### src/rtl/lomo_frame_defs.sv
// Shared LOMO frame constants and the header word layout.
// Both the frame receiver and the frame generator use this package.
package lomo_frame_defs;

    localparam int LOMO_WORDS_STR    = 20;
    localparam int LOMO_STR_FRM      = 64;
    localparam int LOMO_HDR_HALF_IDX = 10;

    localparam int LOMO_HDR_FRM_W  = 9;
    localparam int LOMO_HDR_STR_W  = 6;
    localparam int LOMO_HDR_HALF_W = 1;

    // Receiver alignment state
    typedef enum logic {
        ST_HUNT   = 1'b0,
        ST_LOCKED = 1'b1
    } rx_state_e;

    // Header word: {frame number, string number, half flag}, MSB first
    typedef struct packed {
        logic [LOMO_HDR_FRM_W-1:0]  frm;
        logic [LOMO_HDR_STR_W-1:0]  str;
        logic [LOMO_HDR_HALF_W-1:0] half;
    } lomo_hdr_t;

endpackage

### src/rtl/lomo_sync_edge.sv
// N-stage synchroniser for one asynchronous line, with one-clk rise and
// fall strobes taken from the synchronised output.
module lomo_sync_edge #(
    parameter int N = 3
) (
    input  logic clk,
    input  logic reset,
    input  logic din_i,
    output logic rise_o,
    output logic fall_o
);

    logic [N-1:0] chain_q;
    logic [N-1:0] chain_d;
    logic         last_q;

    genvar gi;
    generate
        for (gi = 0; gi < N; gi++) begin : g_chain
            if (gi == 0) begin : g_first
                assign chain_d[gi] = din_i;
            end else begin : g_next
                assign chain_d[gi] = chain_q[gi-1];
            end
        end
    endgenerate

    // Advance the synchroniser and keep one bit of history for edge detection
    always_ff @(posedge clk) begin
        if (reset) begin
            chain_q <= '0;
            last_q  <= 1'b0;
        end else begin
            chain_q <= chain_d;
            last_q  <= chain_q[N-1];
        end
    end

    assign rise_o = chain_q[N-1] & ~last_q;
    assign fall_o = ~chain_q[N-1] & last_q;

endmodule

### src/rtl/lomo_frame_rx.sv
// LOMO frame receiver: deserialises MSB-first 16-bit words on falling
// edges of the synchronised serial clock, aligns to the frame marker,
// tracks word/string/frame position and checks header words.
// Optional error counter: define LOMO_RX_ERRCNT_EN.
module lomo_frame_rx
    import lomo_frame_defs::*;
#(
    parameter int SYNC_STAGES = 3,
    parameter int TIMEOUT     = 4096,
    parameter int WORDS_STR   = LOMO_WORDS_STR,
    parameter int STR_FRM     = LOMO_STR_FRM
) (
    input  logic        clk,
    input  logic        reset,
    input  logic        MK,
    input  logic        CLK,
    input  logic        DAT,
    output logic [15:0] word_data,
    output logic        word_valid,
    output logic [4:0]  word_idx,
    output logic [5:0]  str_num,
    output logic [8:0]  frm_num,
    output logic        frame_start,
    output logic        locked,
    output logic        hdr_err,
    output logic        sync_err,
    output logic [15:0] err_cnt
);

    localparam int         TW         = $clog2(TIMEOUT + 1);
    localparam logic [TW-1:0] TIMER_LAST = TW'(TIMEOUT - 1);
    localparam logic [4:0] IDX_LAST   = 5'(WORDS_STR - 1);
    localparam logic [4:0] HALF_IDX   = 5'(WORDS_STR / 2);
    localparam logic [5:0] STR_LAST   = 6'(STR_FRM - 1);

    // Synchronisers: CLK with edge strobes, MK/DAT as plain chains of equal depth
    logic clk_rise, clk_fall;
    logic [SYNC_STAGES-1:0] mk_chain_q, mk_chain_d, dat_chain_q, dat_chain_d;

    lomo_sync_edge #(.N(SYNC_STAGES)) u_clk_sync (
        .clk    (clk),
        .reset  (reset),
        .din_i  (CLK),
        .rise_o (clk_rise),
        .fall_o (clk_fall)
    );

    genvar gi;
    generate
        for (gi = 0; gi < SYNC_STAGES; gi++) begin : g_md_chain
            if (gi == 0) begin : g_first
                assign mk_chain_d[gi]  = MK;
                assign dat_chain_d[gi] = DAT;
            end else begin : g_next
                assign mk_chain_d[gi]  = mk_chain_q[gi-1];
                assign dat_chain_d[gi] = dat_chain_q[gi-1];
            end
        end
    endgenerate

    // Advance MK/DAT synchronisers
    always_ff @(posedge clk) begin
        if (reset) begin
            mk_chain_q  <= '0;
            dat_chain_q <= '0;
        end else begin
            mk_chain_q  <= mk_chain_d;
            dat_chain_q <= dat_chain_d;
        end
    end

    logic mk_s, dat_s;
    assign mk_s  = mk_chain_q[SYNC_STAGES-1];
    assign dat_s = dat_chain_q[SYNC_STAGES-1];

    // Receiver state
    rx_state_e       state_q, state_d;
    logic [3:0]      bit_q, bit_d;
    logic [4:0]      idx_q, idx_d;
    logic [5:0]      str_q, str_d;
    logic [15:0]     shift_q, shift_d;
    logic [TW-1:0]   timer_q, timer_d;
    logic [8:0]      frm_q, frm_d;
    logic [15:0]     wdata_q, wdata_d;
    logic [4:0]      widx_q, widx_d;
    logic [5:0]      wstr_q, wstr_d;
    logic            wvalid_q, wvalid_d;
    logic            fs_q, fs_d;
    logic            hdr_err_q, hdr_err_d;
    logic            sync_err_q, sync_err_d;
    logic            timeout_hit;

    logic [15:0] new_word;
    lomo_hdr_t   hdr;
    logic        first_word;
    logic        at_frame_start;

    assign new_word       = {shift_q[14:0], dat_s};
    assign hdr            = lomo_hdr_t'(new_word);
    assign first_word     = (idx_q == 5'd0) && (str_q == 6'd0);
    assign at_frame_start = (bit_q == 4'd15) && first_word;

    // Next-state: timeout timer, alignment, deserialiser, position and header checks
    always_comb begin
        state_d     = state_q;
        bit_d       = bit_q;
        idx_d       = idx_q;
        str_d       = str_q;
        shift_d     = shift_q;
        timer_d     = timer_q;
        frm_d       = frm_q;
        wdata_d     = wdata_q;
        widx_d      = widx_q;
        wstr_d      = wstr_q;
        wvalid_d    = 1'b0;
        fs_d        = 1'b0;
        hdr_err_d   = 1'b0;
        sync_err_d  = 1'b0;
        timeout_hit = 1'b0;

        // An edge in the expiry clk wins: it reloads instead of timing out
        if (state_q == ST_HUNT || clk_rise || clk_fall) begin
            timer_d = '0;
        end else if (timer_q == TIMER_LAST) begin
            timeout_hit = 1'b1;
            timer_d     = '0;
        end else begin
            timer_d = timer_q + TW'(1);
        end

        case (state_q)
            ST_HUNT: begin
                if (clk_fall && mk_s) begin
                    state_d = ST_LOCKED;
                    shift_d = {15'd0, dat_s};
                    bit_d   = 4'd14;
                    idx_d   = 5'd0;
                    str_d   = 6'd0;
                end
            end
            ST_LOCKED: begin
                if (timeout_hit) begin
                    state_d = ST_HUNT;
                    bit_d   = 4'd0;
                    idx_d   = 5'd0;
                    str_d   = 6'd0;
                    shift_d = '0;
                end else if (clk_fall) begin
                    if (mk_s && !at_frame_start) begin
                        // Marker out of place: drop partial word, restart at frame start
                        sync_err_d = 1'b1;
                        shift_d    = {15'd0, dat_s};
                        bit_d      = 4'd14;
                        idx_d      = 5'd0;
                        str_d      = 6'd0;
                    end else begin
                        shift_d = new_word;
                        if (bit_q == 4'd0) begin
                            wvalid_d = 1'b1;
                            wdata_d  = new_word;
                            widx_d   = idx_q;
                            wstr_d   = str_q;
                            fs_d     = first_word;
                            bit_d    = 4'd15;
                            if (idx_q == 5'd0 || idx_q == HALF_IDX) begin
                                if (first_word) begin
                                    frm_d = hdr.frm;
                                end else if (hdr.frm != frm_q) begin
                                    hdr_err_d = 1'b1;
                                end
                                if (hdr.str != str_q) begin
                                    hdr_err_d = 1'b1;
                                end
                                if (hdr.half != (idx_q == 5'd0)) begin
                                    hdr_err_d = 1'b1;
                                end
                            end
                            if (idx_q == IDX_LAST) begin
                                idx_d = 5'd0;
                                str_d = (str_q == STR_LAST) ? 6'd0 : str_q + 6'd1;
                            end else begin
                                idx_d = idx_q + 5'd1;
                            end
                        end else begin
                            bit_d = bit_q - 4'd1;
                        end
                    end
                end
            end
            default: state_d = ST_HUNT;
        endcase
    end

    // State and output registers
    always_ff @(posedge clk) begin
        if (reset) begin
            state_q    <= ST_HUNT;
            bit_q      <= '0;
            idx_q      <= '0;
            str_q      <= '0;
            shift_q    <= '0;
            timer_q    <= '0;
            frm_q      <= '0;
            wdata_q    <= '0;
            widx_q     <= '0;
            wstr_q     <= '0;
            wvalid_q   <= 1'b0;
            fs_q       <= 1'b0;
            hdr_err_q  <= 1'b0;
            sync_err_q <= 1'b0;
        end else begin
            state_q    <= state_d;
            bit_q      <= bit_d;
            idx_q      <= idx_d;
            str_q      <= str_d;
            shift_q    <= shift_d;
            timer_q    <= timer_d;
            frm_q      <= frm_d;
            wdata_q    <= wdata_d;
            widx_q     <= widx_d;
            wstr_q     <= wstr_d;
            wvalid_q   <= wvalid_d;
            fs_q       <= fs_d;
            hdr_err_q  <= hdr_err_d;
            sync_err_q <= sync_err_d;
        end
    end

`ifdef LOMO_RX_ERRCNT_EN
    logic [15:0] err_cnt_q;

    // Saturating count of clks carrying a header error, sync error or timeout
    always_ff @(posedge clk) begin
        if (reset) begin
            err_cnt_q <= '0;
        end else if ((hdr_err_d || sync_err_d || timeout_hit) && (err_cnt_q != 16'hFFFF)) begin
            err_cnt_q <= err_cnt_q + 16'd1;
        end
    end

    assign err_cnt = err_cnt_q;
`else
    assign err_cnt = 16'd0;
`endif

    assign word_data   = wdata_q;
    assign word_valid  = wvalid_q;
    assign word_idx    = widx_q;
    assign str_num     = wstr_q;
    assign frm_num     = frm_q;
    assign frame_start = fs_q;
    assign locked      = (state_q == ST_LOCKED);
    assign hdr_err     = hdr_err_q;
    assign sync_err    = sync_err_q;

endmodule

### config.mk
export PLATFORM = sky130hd
export DESIGN_NAME = lomo_frame_rx
export DESIGN_NICKNAME = d
export VERILOG_FILES = /design/src/rtl/lomo_frame_defs.sv /design/src/rtl/lomo_sync_edge.sv /design/src/rtl/lomo_frame_rx.sv
export SDC_FILE = /design/constraint.sdc
export NUM_CORES = 1
export LEC_CHECK = 0
export CAP_MARGIN = 10
export CORE_MARGIN = 8
export CORE_UTILIZATION = 40
export DETAILED_ROUTE_END_ITERATION = 16
export MAX_ROUTING_LAYER = met4
export PLACE_DENSITY_LB_ADDON = 0.25
export SLEW_MARGIN = 30
export SYNTH_ARGS = -nofsm -noshare
export SYNTH_HDL_FRONTEND = slang
export SYNTH_SLANG_ARGS = --single-unit
### constraint.sdc
create_clock -name clk -period 2.1 [get_ports clk]
set_input_delay 0.525 -clock clk [delete_from_list [all_inputs] [get_ports clk]]
set_output_delay 0.525 -clock clk [all_outputs]
set_load 0.005 [all_outputs]
==> results of run 1 <==
==> critical path: stages (launching register included) <==
cell                      delay, ns
sky130_fd_sc_hd__dfxtp_2       0.33
sky130_fd_sc_hd__inv_2         0.06
sky130_fd_sc_hd__ha_4          0.13
sky130_fd_sc_hd__or4b_4        0.48
sky130_fd_sc_hd__o41ai_4       0.40
sky130_fd_sc_hd__buf_4         0.20
sky130_fd_sc_hd__nor4b_4       0.28
sky130_fd_sc_hd__buf_4         0.18
sky130_fd_sc_hd__nand2_2       0.05
sky130_fd_sc_hd__mux2i_1       0.11
==> synth_stat cells, drive strengths merged, types with 3 or more instances <==
master	instances	share of area, %
nor3	9	1.2
a22oi	16	3.0
and3	4	0.62
xor2	18	3.9
ha	8	2.5
nor4	4	0.99
clkbuf	12	1.1
nor4b	3	1.4
o21ai	11	1.4
buf	26	4.6
nor2	49	4.9
nand2	70	6.6
nor3b	3	0.68
xnor2	12	2.6
mux2i	13	3.2
nand3	15	1.9
nand4	5	0.93
inv	11	1.0
nor2b	12	1.9
dfxtp	94	47
a21oi	36	4.5
==> layer usage <==
layer | track usage [%] | share of wire, % | up-vias
met5 | - | 0 | -
met4 | 4.41 | 0.97 | 0
met3 | 2.53 | 5.6 | 9
met2 | 21.5 | 48 | 68
met1 | 17.5 | 46 | 1495
li1 | - | - | 1622
==> kinds of logic (layout without fill, tap and decap cells) <==
logic type      Yosys count  after routing
compound gates           73             73
xor+xnor                 30             30
fa+ha+maj                 8              8
buf+inv                  49            105
flops                    94             94
mux                      13             13
other cells               1             16
simple gates            184            184
==> worst paths after layout <==
kind / startpoint / end / slack (ns)
worst max-delay path: idx_q[1] / str_q[2] / -0.20
worst min-delay path: u_clk_sync.chain_q[1] / u_clk_sync.chain_q[2] / 0.44
worst max register to register: idx_q[1] / str_q[2] / -0.20
worst min register to register: u_clk_sync.chain_q[1] / u_clk_sync.chain_q[2] / 0.44
==> power groups by stage <==
stage	clock [mW]	combinational (mW)	sequential, mW
finish	1.26	0.0611	1.79
global route	1.37	0.0679	1.79
CTS	1.30	0.0595	1.79
detailed placement	0	0.0591	1.83
global placement	0	0.0585	1.83
floorplan	0	0.0626	1.83
==> per-stage QoR <==
step                area (um^2)  hold WS, ns  TNS (ns)  worst slack [ns]  power [mW]
floorplan                  4170        0.414     -1.95            -0.122        1.90
global placement           4780        0.417     -1.54           -0.0929        1.89
detailed placement         4780        0.420     -3.63            -0.201        1.89
CTS                        5040        0.443     -3.71            -0.174        3.16
global route               5070        0.453     -8.74            -0.266        3.23
finish                     5070        0.441     -3.57            -0.198        3.12
==> flip-flops by register name, indices dropped and copies added (netlist names) <==
register and count:
bit_q 4, dat_chain_q 3, frame_start 1, frm_num 9
hdr_err 1, idx_q 5, locked 1, mk_chain_q 3
shift_q 15, str_num 6, str_q 6, sync_err 1
timer_q 13, u_clk_sync.chain_q 3, u_clk_sync.last_q 1, word_data 16
word_idx 5, word_valid 1
==> repair_timing <==
| action | 4_1_cts | 5_1_grt |
|---|---|---|
| resized for setup | 7 | 7 |
| buffers inserted | 3 | 1 |
| endpoints found under the setup margin | 56 | 67 |
| cloned | 0 | 0 |
| pin swaps | 4 | 3 |
==> final cells by class <==
class | instances | share of cell area [%]
multi-input combinational | 324 | 39.8
sequential | 94 | 37.2
timing repair buffer | 78 | 14.6
tap | 133 | 3.28
clock buffer | 11 | 2.99
clock inverter | 5 | 1.26
inverter | 11 | 0.815
==> flow_results.xml, run 1 <==
<?xml version="1.0" encoding="UTF-8"?>
<metrics>
  <group name="timing">
    <metric name="timing.clock.skew" unit="ns">0.0116</metric>
    <metric name="finalHoldViolCount" unit="">0</metric>
    <metric name="tightestPinTransition" unit="ns">0.543</metric>
    <metric name="max_slew_margin" unit="%">63.8</metric>
    <metric name="final_period_minus_worst_setup_slack" unit="ns">2.30</metric>
    <metric name="slew_violations" unit="">0</metric>
    <metric name="fin_ws" unit="ns">-0.198</metric>
    <metric name="maxClockFrequency" unit="MHz">435</metric>
    <metric name="fin_crit_sh" unit="%">109</metric>
    <metric name="rsz_0062_raised_after_global_routing" unit="">true</metric>
    <metric name="report.final.setup_viol" unit="">37</metric>
  </group>
  <group name="synthesis">
    <metric name="synth_area" unit="um^2">4040</metric>
    <metric name="largest_family_of_logic_cells_by_synthesized_area" unit="">simple AND/OR/NAND/NOR gates</metric>
    <metric name="synth.lib_cells_used.distinct" unit="">50</metric>
    <metric name="ys_async_sr_fraction" unit="%">0</metric>
    <metric name="synthCells" unit="">452</metric>
    <metric name="synth_xor_xnor_area_share" unit="%">6.51</metric>
    <metric name="synth_compound_area_share" unit="%">11.3</metric>
    <metric name="postSynth.topFlopCell" unit="">sky130_fd_sc_hd__dfxtp_1</metric>
    <metric name="synth.yosys.seq_area_share" unit="%">46.6</metric>
    <metric name="yosys-mux-area-fraction" unit="%">3.22</metric>
    <metric name="yosys_warning_count" unit="">0</metric>
    <metric name="synth_enable_flop_cells" unit="">0</metric>
    <metric name="per_instance_average_area_after_synthesis" unit="um^2">8.93</metric>
    <metric name="synth_adder_area_share" unit="%">2.48</metric>
    <metric name="ys_ff_latch" unit="">94</metric>
    <metric name="synthSimpleGateAreaFrac" unit="%">23.1</metric>
  </group>
  <group name="outcome">
    <metric name="status" unit="">finished, violations left</metric>
    <metric name="failed_checks" unit="">negative setup slack</metric>
  </group>
  <group name="cells_and_area">
    <metric name="layout.nets" unit="">531</metric>
    <metric name="mostFrequentLayoutCells" unit="">sky130_fd_sc_hd__dfxtp_1 (91), sky130_fd_sc_hd__nand2_1 (68), sky130_fd_sc_hd__nor2_1 (46), sky130_fd_sc_hd__clkdlybuf4s50_1 (44), sky130_fd_sc_hd__a21oi_1 (35)</metric>
    <metric name="instances_no_fill" unit="">656</metric>
    <metric name="filler_cell_count" unit="">954</metric>
    <metric name="final_common_cell" unit="">sky130_fd_sc_hd__dfxtp_1</metric>
    <metric name="storage_cell_area" unit="um^2">1890</metric>
    <metric name="flow.area_growth_from_synthesis" unit="%">25.5</metric>
    <metric name="diodes" unit="">0</metric>
    <metric name="total_area_of_multi_input_combinational_cells" unit="um^2">2020</metric>
    <metric name="drive_above_1_share" unit="%">14.7</metric>
    <metric name="final_core_utilization" unit="%">51.9</metric>
  </group>
  <group name="die">
    <metric name="die_y" unit="um">116</metric>
    <metric name="die_x" unit="um">116</metric>
    <metric name="die_area" unit="um^2">13600</metric>
    <metric name="floorplan.io_pins" unit="">62</metric>
    <metric name="core_region_area" unit="um^2">9770</metric>
    <metric name="starting_utilization_of_the_core_area" unit="%">41.3</metric>
    <metric name="std_cell_rows" unit="">36</metric>
  </group>
  <group name="drt">
    <metric name="drt-pass1-iter-count" unit="">5</metric>
    <metric name="wl_per_cell" unit="um">13.8</metric>
    <metric name="vias" unit="">3194</metric>
    <metric name="drt.antenna.violating_nets" unit="">0</metric>
    <metric name="routed_via_density" unit="">4.87</metric>
    <metric name="wirelength" unit="um">9080</metric>
    <metric name="detail_route.drc_violations" unit="">0</metric>
    <metric name="dr.first_iter.drc_count" unit="">141</metric>
  </group>
  <group name="global_routing">
    <metric name="grt_start_max_net_pins" unit="">36</metric>
    <metric name="globalRoute.totalOverflow" unit="">0</metric>
    <metric name="via_count_of_the_first_global_routing_pass" unit="">2987</metric>
    <metric name="grt_first_pass_wirelength" unit="um">14400</metric>
    <metric name="antenna_found_initial" unit="">0</metric>
    <metric name="grt_use_total" unit="%">13.7</metric>
  </group>
  <group name="worst_hold_path">
    <metric name="hold_path_depth" unit="">1</metric>
    <metric name="worstHoldPathType" unit="">register to register</metric>
  </group>
  <group name="flow_run">
    <metric name="number_of_violations_of_the_max_capacitance_limit" unit="">0</metric>
  </group>
  <group name="power">
    <metric name="power.switching" unit="uW">682</metric>
    <metric name="share_of_total_power_consumed_by_net_switching" unit="%">21.9</metric>
    <metric name="total_leakage_power" unit="nW">1.89</metric>
    <metric name="peak_vdd_ir" unit="mV">0.453</metric>
    <metric name="portion_of_total_power_attributed_to_combinational_logic" unit="%">2.0</metric>
    <metric name="power.share.clock" unit="%">40.6</metric>
    <metric name="share_seq_of_total_power" unit="%">57.5</metric>
    <metric name="intPower" unit="mW">2.43</metric>
    <metric name="power-per-cell-area" unit="nW/um^2">615</metric>
  </group>
  <group name="critical_path">
    <metric name="critical_path_required" unit="ns">2.38</metric>
    <metric name="worstRegToRegCells" unit="">9</metric>
    <metric name="cp-start-kind" unit="">register</metric>
    <metric name="cp_max_fo" unit="">4</metric>
    <metric name="critPathKind" unit="">register to register</metric>
    <metric name="worst_setup_path_end_kind" unit="">register</metric>
    <metric name="critPathArrivalTime" unit="ns">2.58</metric>
  </group>
  <group name="place">
    <metric name="placement.io_buffers" unit="">45</metric>
    <metric name="dp.cells" unit="">637</metric>
    <metric name="hpwlAfterDp" unit="um">6550</metric>
    <metric name="placer_congestion" unit="">0.869</metric>
  </group>
  <group name="clock_network">
    <metric name="clkSinkCount" unit="">94</metric>
    <metric name="cts_root_buffer" unit="">sky130_fd_sc_hd__clkbuf_8</metric>
    <metric name="cts_buffers" unit="">9</metric>
    <metric name="clock_slew_seen_by_the_registers_of_the_worst_setup_and_hold_paths" unit="ns">0.09</metric>
    <metric name="max-clock-path-buffers" unit="">2</metric>
    <metric name="count_of_hold_fix_buffers_inserted_at_cts" unit="">0</metric>
    <metric name="skew_pair_late_insertion_delay" unit="ns">0.35</metric>
    <metric name="h-tree-depth" unit="">3</metric>
    <metric name="tritoncts" unit="">built</metric>
  </group>
</metrics>
(Power assumes the default switching activity.)
==> inputs of run 2 (changes only) <==
- CTS_CLUSTER_DIAMETER: default -> 120
==> results of run 2 <==
The final DEF is identical to that of run 1; final timing and power are the same.
